===== src/rtl/pe_pkg.sv =====
// pe_pkg: shared widths, types and helpers for the PE output requantizer.
//   ACC_W/SCALE_W/SHIFT_W : accumulator, multiplier and shift widths
//   ACT_W/BYTES_PER_WORD  : activation byte width and bytes per packed word
//   acc_t/act_t/prod_t/sum_t : datapath types
//   mode_e                : MODE_RAW (s8 clamp) / MODE_RELU (ReLU + u8 clamp)
//   sat_act()             : clamp a shifted product to the mode's byte range
//   keep_mask()           : byte-valid mask for a word ending at a given lane
package pe_pkg;

  localparam int ACC_W          = 24;
  localparam int SCALE_W        = 16;
  localparam int SHIFT_W        = 5;
  localparam int ACT_W          = 8;
  localparam int BYTES_PER_WORD = 4;
  localparam int WORD_W         = ACT_W * BYTES_PER_WORD;
  localparam int LANE_W         = $clog2(BYTES_PER_WORD);
  // signed acc times zero-extended unsigned scale: one extra bit for the sign
  localparam int PROD_W         = ACC_W + SCALE_W + 1;
  // one more bit so adding the rounding constant can never overflow
  localparam int SUM_W          = PROD_W + 1;

  typedef logic signed [ACC_W-1:0]  acc_t;
  typedef logic        [ACT_W-1:0]  act_t;
  typedef logic signed [PROD_W-1:0] prod_t;
  typedef logic signed [SUM_W-1:0]  sum_t;
  typedef logic        [LANE_W-1:0] lane_t;
  typedef logic [BYTES_PER_WORD-1:0] keep_t;
  typedef logic        [WORD_W-1:0] word_t;

  typedef enum logic {
    MODE_RAW  = 1'b0,
    MODE_RELU = 1'b1
  } mode_e;

  localparam sum_t SUM_ZERO = sum_t'(0);
  localparam sum_t U8_MAX   = sum_t'(255);
  localparam sum_t S8_MAX   = sum_t'(127);
  localparam sum_t S8_MIN   = sum_t'(-128);

  function automatic act_t sat_act(input sum_t r, input mode_e mode);
    act_t res;
    res = r[ACT_W-1:0];
    if (mode == MODE_RELU) begin
      if (r < SUM_ZERO)    res = 8'h00;
      else if (r > U8_MAX) res = 8'hFF;
    end else begin
      if (r < S8_MIN)      res = 8'h80;
      else if (r > S8_MAX) res = 8'h7F;
    end
    return res;
  endfunction

  function automatic keep_t keep_mask(input lane_t last_lane);
    keep_t m;
    m = '0;
    for (int k = 0; k < BYTES_PER_WORD; k++) begin
      if (lane_t'(k) <= last_lane) m[k] = 1'b1;
    end
    return m;
  endfunction

endpackage


===== src/rtl/pe_out_requant_if.sv =====
// pe_out_requant_if: accumulator-in / packed-word-out streaming bus.
//   in_valid/in_ready/in_acc/in_last          : accumulator stream
//   out_valid/out_ready/out_data/out_keep/out_last : packed word stream
//   master : the side that produces accumulators and consumes words
//   slave  : the requantizer
interface pe_out_requant_if;
  import pe_pkg::*;

  logic  in_valid;
  logic  in_ready;
  acc_t  in_acc;
  logic  in_last;

  logic  out_valid;
  logic  out_ready;
  word_t out_data;
  keep_t out_keep;
  logic  out_last;

  modport master (
    output in_valid, in_acc, in_last, out_ready,
    input  in_ready, out_valid, out_data, out_keep, out_last
  );

  modport slave (
    input  in_valid, in_acc, in_last, out_ready,
    output in_ready, out_valid, out_data, out_keep, out_last
  );

endinterface


===== src/rtl/pe_out_packer.sv =====
// pe_out_packer: packs a byte stream into 32-bit words.
//   clk, rst                          : clock, synchronous active-high reset
//   in_valid/in_ready/in_byte/in_last : byte stream from the requant S2 stage
//   out_valid/out_ready/out_data/out_keep/out_last : word stream
//   busy                              : a partial or complete word is held
// A word closes when lane 3 is written or when the byte carries last. The
// output word register doubles as the assembly register: a completed word
// resets the lane counter, so the next byte can only land while the word is
// being released, and it then starts a fresh word in lane 0.
module pe_out_packer
  import pe_pkg::*;
(
  input  logic  clk,
  input  logic  rst,
  input  logic  in_valid,
  output logic  in_ready,
  input  act_t  in_byte,
  input  logic  in_last,
  output logic  out_valid,
  input  logic  out_ready,
  output word_t out_data,
  output keep_t out_keep,
  output logic  out_last,
  output logic  busy
);

  lane_t cnt;
  logic  accept;
  logic  word_done;

  assign in_ready  = !out_valid || out_ready;
  assign accept    = in_valid && in_ready;
  assign word_done = (cnt == lane_t'(BYTES_PER_WORD - 1)) || in_last;
  assign busy      = out_valid || (cnt != '0);

  always_ff @(posedge clk) begin
    if (rst) begin
      cnt       <= '0;
      out_valid <= 1'b0;
      out_data  <= '0;
      out_keep  <= '0;
      out_last  <= 1'b0;
    end else begin
      if (out_valid && out_ready) out_valid <= 1'b0;

      if (accept) begin
        // lane 0 clears the rest so short words present zeros in unused lanes
        if (cnt == '0) begin
          out_data <= word_t'(in_byte);
        end else begin
          for (int k = 1; k < BYTES_PER_WORD; k++) begin
            if (cnt == lane_t'(k)) out_data[ACT_W*k +: ACT_W] <= in_byte;
          end
        end

        if (word_done) begin
          out_valid <= 1'b1;
          out_keep  <= keep_mask(cnt);
          out_last  <= in_last;
          cnt       <= '0;
        end else begin
          cnt <= cnt + lane_t'(1);
        end
      end
    end
  end

endmodule


===== src/rtl/pe_out_requant.sv =====
// pe_out_requant: requantizes the PE accumulator stream to 8-bit activations
// and packs four of them per 32-bit word.
//   clk, rst      : clock, synchronous active-high reset
//   cfg_load      : latch cfg_scale/cfg_shift/cfg_mode (ignored while cfg_busy)
//   cfg_scale     : unsigned multiplier
//   cfg_shift     : arithmetic right shift 0..31
//   cfg_mode      : 1 = ReLU + u8 clamp, 0 = raw + s8 clamp
//   cfg_busy      : S1, S2 or the packer holds data
//   bus (slave)   : accumulator input stream and packed word output stream
// Build option: PE_REQUANT_ROUND_EN adds 2^(shift-1) before the shift
// (round half up); without it the shift truncates toward -inf.
// Pipeline: S1 = ReLU + multiply, S2 = round/shift/clamp, then the packer.
module pe_out_requant
  import pe_pkg::*;
(
  input  logic               clk,
  input  logic               rst,
  input  logic               cfg_load,
  input  logic [SCALE_W-1:0] cfg_scale,
  input  logic [SHIFT_W-1:0] cfg_shift,
  input  logic               cfg_mode,
  output logic               cfg_busy,
  pe_out_requant_if.slave    bus
);

  logic [SCALE_W-1:0] scale_q;
  logic [SHIFT_W-1:0] shift_q;
  mode_e              mode_q;

  logic  s1_valid;
  prod_t s1_prod;
  logic  s1_last;
  logic  s1_advance;

  logic  s2_valid;
  act_t  s2_byte;
  logic  s2_last;
  logic  s2_advance;

  logic  pk_in_ready;
  logic  pk_busy;

  acc_t  acc_relu;
  prod_t acc_x;
  prod_t scale_x;
  sum_t  rnd;
  sum_t  sum;
  sum_t  shifted;

  assign cfg_busy = s1_valid || s2_valid || pk_busy;

  always_ff @(posedge clk) begin
    if (rst) begin
      scale_q <= SCALE_W'(1);
      shift_q <= '0;
      mode_q  <= MODE_RELU;
    end else if (cfg_load && !cfg_busy) begin
      scale_q <= cfg_scale;
      shift_q <= cfg_shift;
      mode_q  <= mode_e'(cfg_mode);
    end
  end

  // handshake chain: each stage moves when the next is empty or moving
  assign s2_advance   = s2_valid && pk_in_ready;
  assign s1_advance   = s1_valid && (!s2_valid || s2_advance);
  assign bus.in_ready = !s1_valid || s1_advance;

  // S1: ReLU then full-precision signed multiply (scale zero-extended)
  assign acc_relu = (mode_q == MODE_RELU && bus.in_acc[ACC_W-1]) ? '0 : bus.in_acc;
  assign acc_x    = prod_t'(acc_relu);
  assign scale_x  = prod_t'({1'b0, scale_q});

  always_ff @(posedge clk) begin
    if (rst) begin
      s1_valid <= 1'b0;
      s1_prod  <= '0;
      s1_last  <= 1'b0;
    end else if (bus.in_ready) begin
      s1_valid <= bus.in_valid;
      if (bus.in_valid) begin
        s1_prod <= acc_x * scale_x;
        s1_last <= bus.in_last;
      end
    end
  end

  // S2: optional rounding constant, arithmetic shift, clamp to mode range
  always_comb begin
    rnd = '0;
`ifdef PE_REQUANT_ROUND_EN
    if (shift_q != '0) rnd = sum_t'(1) <<< (shift_q - SHIFT_W'(1));
`endif
    sum     = sum_t'(s1_prod) + rnd;
    shifted = sum >>> shift_q;
  end

  always_ff @(posedge clk) begin
    if (rst) begin
      s2_valid <= 1'b0;
      s2_byte  <= '0;
      s2_last  <= 1'b0;
    end else if (!s2_valid || s2_advance) begin
      s2_valid <= s1_valid;
      if (s1_valid) begin
        s2_byte <= sat_act(shifted, mode_q);
        s2_last <= s1_last;
      end
    end
  end

  pe_out_packer u_packer (
    .clk       (clk),
    .rst       (rst),
    .in_valid  (s2_valid),
    .in_ready  (pk_in_ready),
    .in_byte   (s2_byte),
    .in_last   (s2_last),
    .out_valid (bus.out_valid),
    .out_ready (bus.out_ready),
    .out_data  (bus.out_data),
    .out_keep  (bus.out_keep),
    .out_last  (bus.out_last),
    .busy      (pk_busy)
  );

endmodule


===== src/flat_wrapper.sv =====
// flat-port wrapper written by rule: the top's interface ports become plain ports
module pe_out_requant_flat import pe_pkg::*;
  (clk, rst, cfg_load, cfg_scale, cfg_shift, cfg_mode, cfg_busy, bus_in_valid, bus_in_acc, bus_in_last, bus_out_ready, bus_in_ready, bus_out_valid, bus_out_data, bus_out_keep, bus_out_last);
  pe_out_requant_if bus_i ();
  input  logic clk;
  input  logic rst;
  input  logic cfg_load;
  input  logic [SCALE_W-1:0] cfg_scale;
  input  logic [SHIFT_W-1:0] cfg_shift;
  input  logic cfg_mode;
  output logic cfg_busy;
  input wire logic [$bits(bus_i.in_valid)-1:0] bus_in_valid;
  input wire logic [$bits(bus_i.in_acc)-1:0] bus_in_acc;
  input wire logic [$bits(bus_i.in_last)-1:0] bus_in_last;
  input wire logic [$bits(bus_i.out_ready)-1:0] bus_out_ready;
  output wire logic [$bits(bus_i.in_ready)-1:0] bus_in_ready;
  output wire logic [$bits(bus_i.out_valid)-1:0] bus_out_valid;
  output wire logic [$bits(bus_i.out_data)-1:0] bus_out_data;
  output wire logic [$bits(bus_i.out_keep)-1:0] bus_out_keep;
  output wire logic [$bits(bus_i.out_last)-1:0] bus_out_last;
  assign bus_i.in_valid = bus_in_valid;
  assign bus_i.in_acc = bus_in_acc;
  assign bus_i.in_last = bus_in_last;
  assign bus_i.out_ready = bus_out_ready;
  assign bus_in_ready = bus_i.in_ready;
  assign bus_out_valid = bus_i.out_valid;
  assign bus_out_data = bus_i.out_data;
  assign bus_out_keep = bus_i.out_keep;
  assign bus_out_last = bus_i.out_last;
  pe_out_requant u_core (.clk(clk), .rst(rst), .cfg_load(cfg_load), .cfg_scale(cfg_scale), .cfg_shift(cfg_shift), .cfg_mode(cfg_mode), .cfg_busy(cfg_busy), .bus(bus_i));
endmodule

===== config.mk =====
export PLATFORM = sky130hd
export DESIGN_NAME = pe_out_requant_flat
export DESIGN_NICKNAME = d
export VERILOG_FILES = /design/src/rtl/pe_pkg.sv /design/src/rtl/pe_out_requant_if.sv /design/src/rtl/pe_out_packer.sv /design/src/rtl/pe_out_requant.sv /design/src/flat_wrapper.sv
export SDC_FILE = /design/constraint.sdc
export NUM_CORES = 1
export LEC_CHECK = 0
export ABC_CLOCK_PERIOD_IN_PS = 9680
export CORE_ASPECT_RATIO = 0.5
export CORE_MARGIN = 8
export CORE_UTILIZATION = 60
export CTS_CLUSTER_DIAMETER = 150
export DETAILED_ROUTE_END_ITERATION = 10
export GPL_TIMING_DRIVEN = 0
export PLACE_DENSITY = 0.79
export SETUP_SLACK_MARGIN = 0.5
export SYNTH_ARGS = -nofsm -noshare
export SYNTH_HDL_FRONTEND = slang
export SYNTH_HIERARCHICAL = 1
export SYNTH_SLANG_ARGS = --single-unit

===== constraint.sdc =====
create_clock -name clk -period 9.68 [get_ports clk]
set_clock_uncertainty 0.1 [all_clocks]
set_input_delay 1.936 -clock clk [delete_from_list [all_inputs] [get_ports clk]]
set_output_delay 1.936 -clock clk [all_outputs]
set_load 0.01 [all_outputs]

==> flow_metrics.env <==
export IMPL_status="finished, final reports clean"
export IMPL_core_um2=36000
export IMPL_cts_root_buf="clkbuf_16"
export IMPL_dp_cells=3083
export IMPL_drt_iter0_drc=2386
export IMPL_cap_violations=0
export IMPL_yosysUniqueCellTypes=85
export IMPL_cts_tree="done"
export IMPL_cts_sinks=115
export IMPL_ir_worst_vdd_mv=0.105
export IMPL_vias_per_cell=6.15
export IMPL_crit_chain="clkdlybuf4s50_1 > and2_1 > clkbuf_4 > nand2_1 > fa_1 > inv_1 > fa_1 > fa_1 > fa_1 > fa_1 > inv_1 > fa_2 > inv_1 > ha_4 > nand4_1 > or4_4 > a311o_1 > o211a_4 > o21ai_1 > o21ai_0 > or4b_1 > a31oi_1"
export IMPL_clock_latency_ns=0.43
export IMPL_final_cells=3116
export IMPL_layout_common_cells="499 x inv_1, 391 x nand2_1, 374 x fa_1, 156 x and3_1, 115 x dfxtp_1"
export IMPL_slew_headroom_pct=40.2
export IMPL_hold_end="u_core/u_packer/out_keep[0]"
export IMPL_ys_ff_latch=115
export IMPL_vias=19200
export IMPL_slowest_stage="clkdlybuf4s50_1"
export IMPL_globalRouteOverflowTotal=0
export IMPL_avgSynthCellArea_um2=8.79
export IMPL_synth_ff_type="dfxtp_1"
export IMPL_wl_per_cell_um=22.2
export IMPL_cpPeakStageDelay_ns=0.64
export IMPL_drc=0
export IMPL_synthToLayoutAreaGrowth_pct=10.6
export IMPL_ctsLongestPathBuffers=2
export IMPL_dieArea_um2=43500
export IMPL_netlist_area_um2=22000
export IMPL_nNetsFinal=3153
export IMPL_die_width_um=287
export IMPL_worst_setup_path_start_kind="primary input"
export IMPL_grt_max_degree=17
export IMPL_critical_path_max_fanout=10
export IMPL_fillCellCount=2873
export IMPL_grt_first_pass_wirelength_um=109000
export IMPL_fmax_mhz=111
export IMPL_period_needed_ns=9.01
export IMPL_place_congestion=1.02
export IMPL_drive_above_1_share_pct=7.83
export IMPL_layout_commonest_cell="inv_1"
export IMPL_maxSlewViolCount=0
export IMPL_synthCells=2508
export IMPL_htreeDepth=4
export IMPL_cts_hold_fix_buffers=0
export IMPL_fin_crit_sh_pct=93.1
export IMPL_syn_num_nets=3042
export IMPL_routed_wl_um=69100
export IMPL_io_pins=92
export IMPL_start_util_pct=61.1
export IMPL_first_pass_iters=6
export IMPL_cts_clk_slew_worst_paths_ns=0.07
export IMPL_worstPathRequired_ns=9.91
export IMPL_critical_path_endpoint_type="flop"
export IMPL_crit_arrival_ns=9.24
export IMPL_placed_cell_area_um2=23600
export IMPL_finalSetupViolCount=0
export IMPL_reg2reg_from="u_core/mode_q"
export IMPL_yosysWarnings=6
export IMPL_crit_path_frequent_cell="fa_1"
export IMPL_ys_seq_area_share_pct=10.4
export IMPL_die_y_um=152
export IMPL_rsz0062_at_grt="false"
export IMPL_stdcell_area_um2=24400
export IMPL_antenna_found_initial=0
export IMPL_synthArstFlopShare_pct=0
export IMPL_tightest_slew_ns=0.897
export IMPL_track_usage_pct=32.2
export IMPL_p_per_area_nw_per_um2=122
export IMPL_hold_depth=2
export IMPL_leakage_nw=11.9
export IMPL_hp_class="flop to flop"
export IMPL_cts_buffers=17
export IMPL_num_rows=49
export IMPL_ant_nets=0
export IMPL_crit_type="primary input to flop"
export IMPL_place_hpwl_um=56500
export IMPL_antenna_cells=0
export IMPL_r2r_slack_ns=1.68
export IMPL_hold_viol=0
export IMPL_worstHoldStart="u_core/u_packer/out_keep[0]"
export IMPL_port_buffers=91
export IMPL_r2r_end="u_core/s1_prod[40]"
export IMPL_grt_pass1_vias=19600
export IMPL_synth_edff_count=0
export IMPL_reg2regPathDepth=26
per-layer routing:
| layer | global-route usage [%] | part of all wire (%) | vias to the layer above |
|---|---|---|---|
| li1 | - | - | 8309 |
| met5 | 0 | 0 | - |
| met1 | 41.6 | 39 | 9287 |
| met4 | 13.1 | 4.6 | 0 |
| met3 | 9.14 | 12 | 270 |
| met2 | 51.2 | 44 | 1285 |
cell usage after synthesis, types with 20 or more instances:
library cell,count,share of area (%)
dfxtp_1,115,10
fa_1,377,34
o21ai_0,35,0.79
a21o_1,22,0.75
xnor2_1,21,0.83
a21oi_1,103,2.3
mux2i_1,56,2.5
and3_1,156,4.4
nand2_1,392,6.7
ha_1,105,6.0
clkbuf_1,120,2.0
inv_1,500,8.5
mux4_2,52,5.3
and2_1,32,0.91
nor2_1,62,1.1
buf_2,20,0.45
registers in the layout, summed over array words and instances (netlist names):
register,cells
u_core/mode_q,1
u_core/s1_last,1
u_core/s1_prod,41
u_core/s1_valid,1
u_core/s2_byte,8
u_core/s2_last,1
u_core/s2_valid,1
u_core/scale_q,16
u_core/shift_q,5
u_core/u_packer/cnt,2
u_core/u_packer/out_data,32
u_core/u_packer/out_keep,4
u_core/u_packer/out_last,1
u_core/u_packer/out_valid,1
layout make-up:
| type | instances | area [µm²] | area share, % |
|---|---|---|---|
| flip-flops and latches | 115 | 2300 | 9.45 |
| clock inverters | 15 | 183 | 0.749 |
| clock buffers | 17 | 425 | 1.75 |
| multi-input cells | 1724 | 17200 | 70.4 |
| plain buffers | 165 | 876 | 3.59 |
| well taps | 484 | 606 | 2.48 |
| inverters | 504 | 1890 | 7.77 |
| repair buffers | 92 | 931 | 3.82 |
critical path: cells and delay by family:
kind            cells  cell delay (ns)
fa+ha+maj           7             3.56
simple gates        5             1.54
compound gates      5             1.08
buf+inv             5             1.12
timing repair:
action                                  CTS  global route
pin swaps                                 0             3
buffers inserted                          0             1
resized for setup                        53            38
endpoints found under the setup margin   19            12
gates cloned                              0             0
cell families after synthesis:
group,synth area share (%)
fa+ha+maj,40.2
simple gates,16.7
mux,9.49
xor+xnor,1.23
flops,10.4
compound gates,9.79
buf+inv,12.1
where the power goes:
group          switching [mW]  internal, mW  total, mW
Sequential             0.0947         0.521      0.616
Clock                   0.261         0.392      0.652
Combinational            1.03         0.677       1.71
Total                    1.39          1.59       2.98
through the flow:
stage	util, %	hold WS [ns]	power [mW]	setup WS, ns	setup TNS [ns]
floorplan	-	0.329	1.70	1.06	0
global placement	65.4	0.337	2.19	-0.843	-6.06
detailed placement	65.4	0.340	2.22	-0.906	-6.96
CTS	67.4	0.351	2.90	0.401	0
global route	67.6	0.376	3.16	0.519	0
finish	67.6	0.357	2.98	0.670	0
how the worst max path moves through the flow:
stage,from,endpoint,slack (ns),cells after the start
global route,bus_in_acc[15],u_core/s1_prod[39],0.52,22
global placement,bus_in_acc[23],u_core/s1_prod[39],-0.84,24
floorplan,bus_in_acc[23],u_core/s1_prod[39],1.06,25
CTS,bus_in_acc[23],u_core/s1_prod[39],0.40,24
detailed placement,bus_in_acc[23],u_core/s1_prod[39],-0.91,24
finish,bus_in_acc[10],u_core/s1_prod[39],0.67,22
Note: power is estimated with default switching activity, not from simulation.
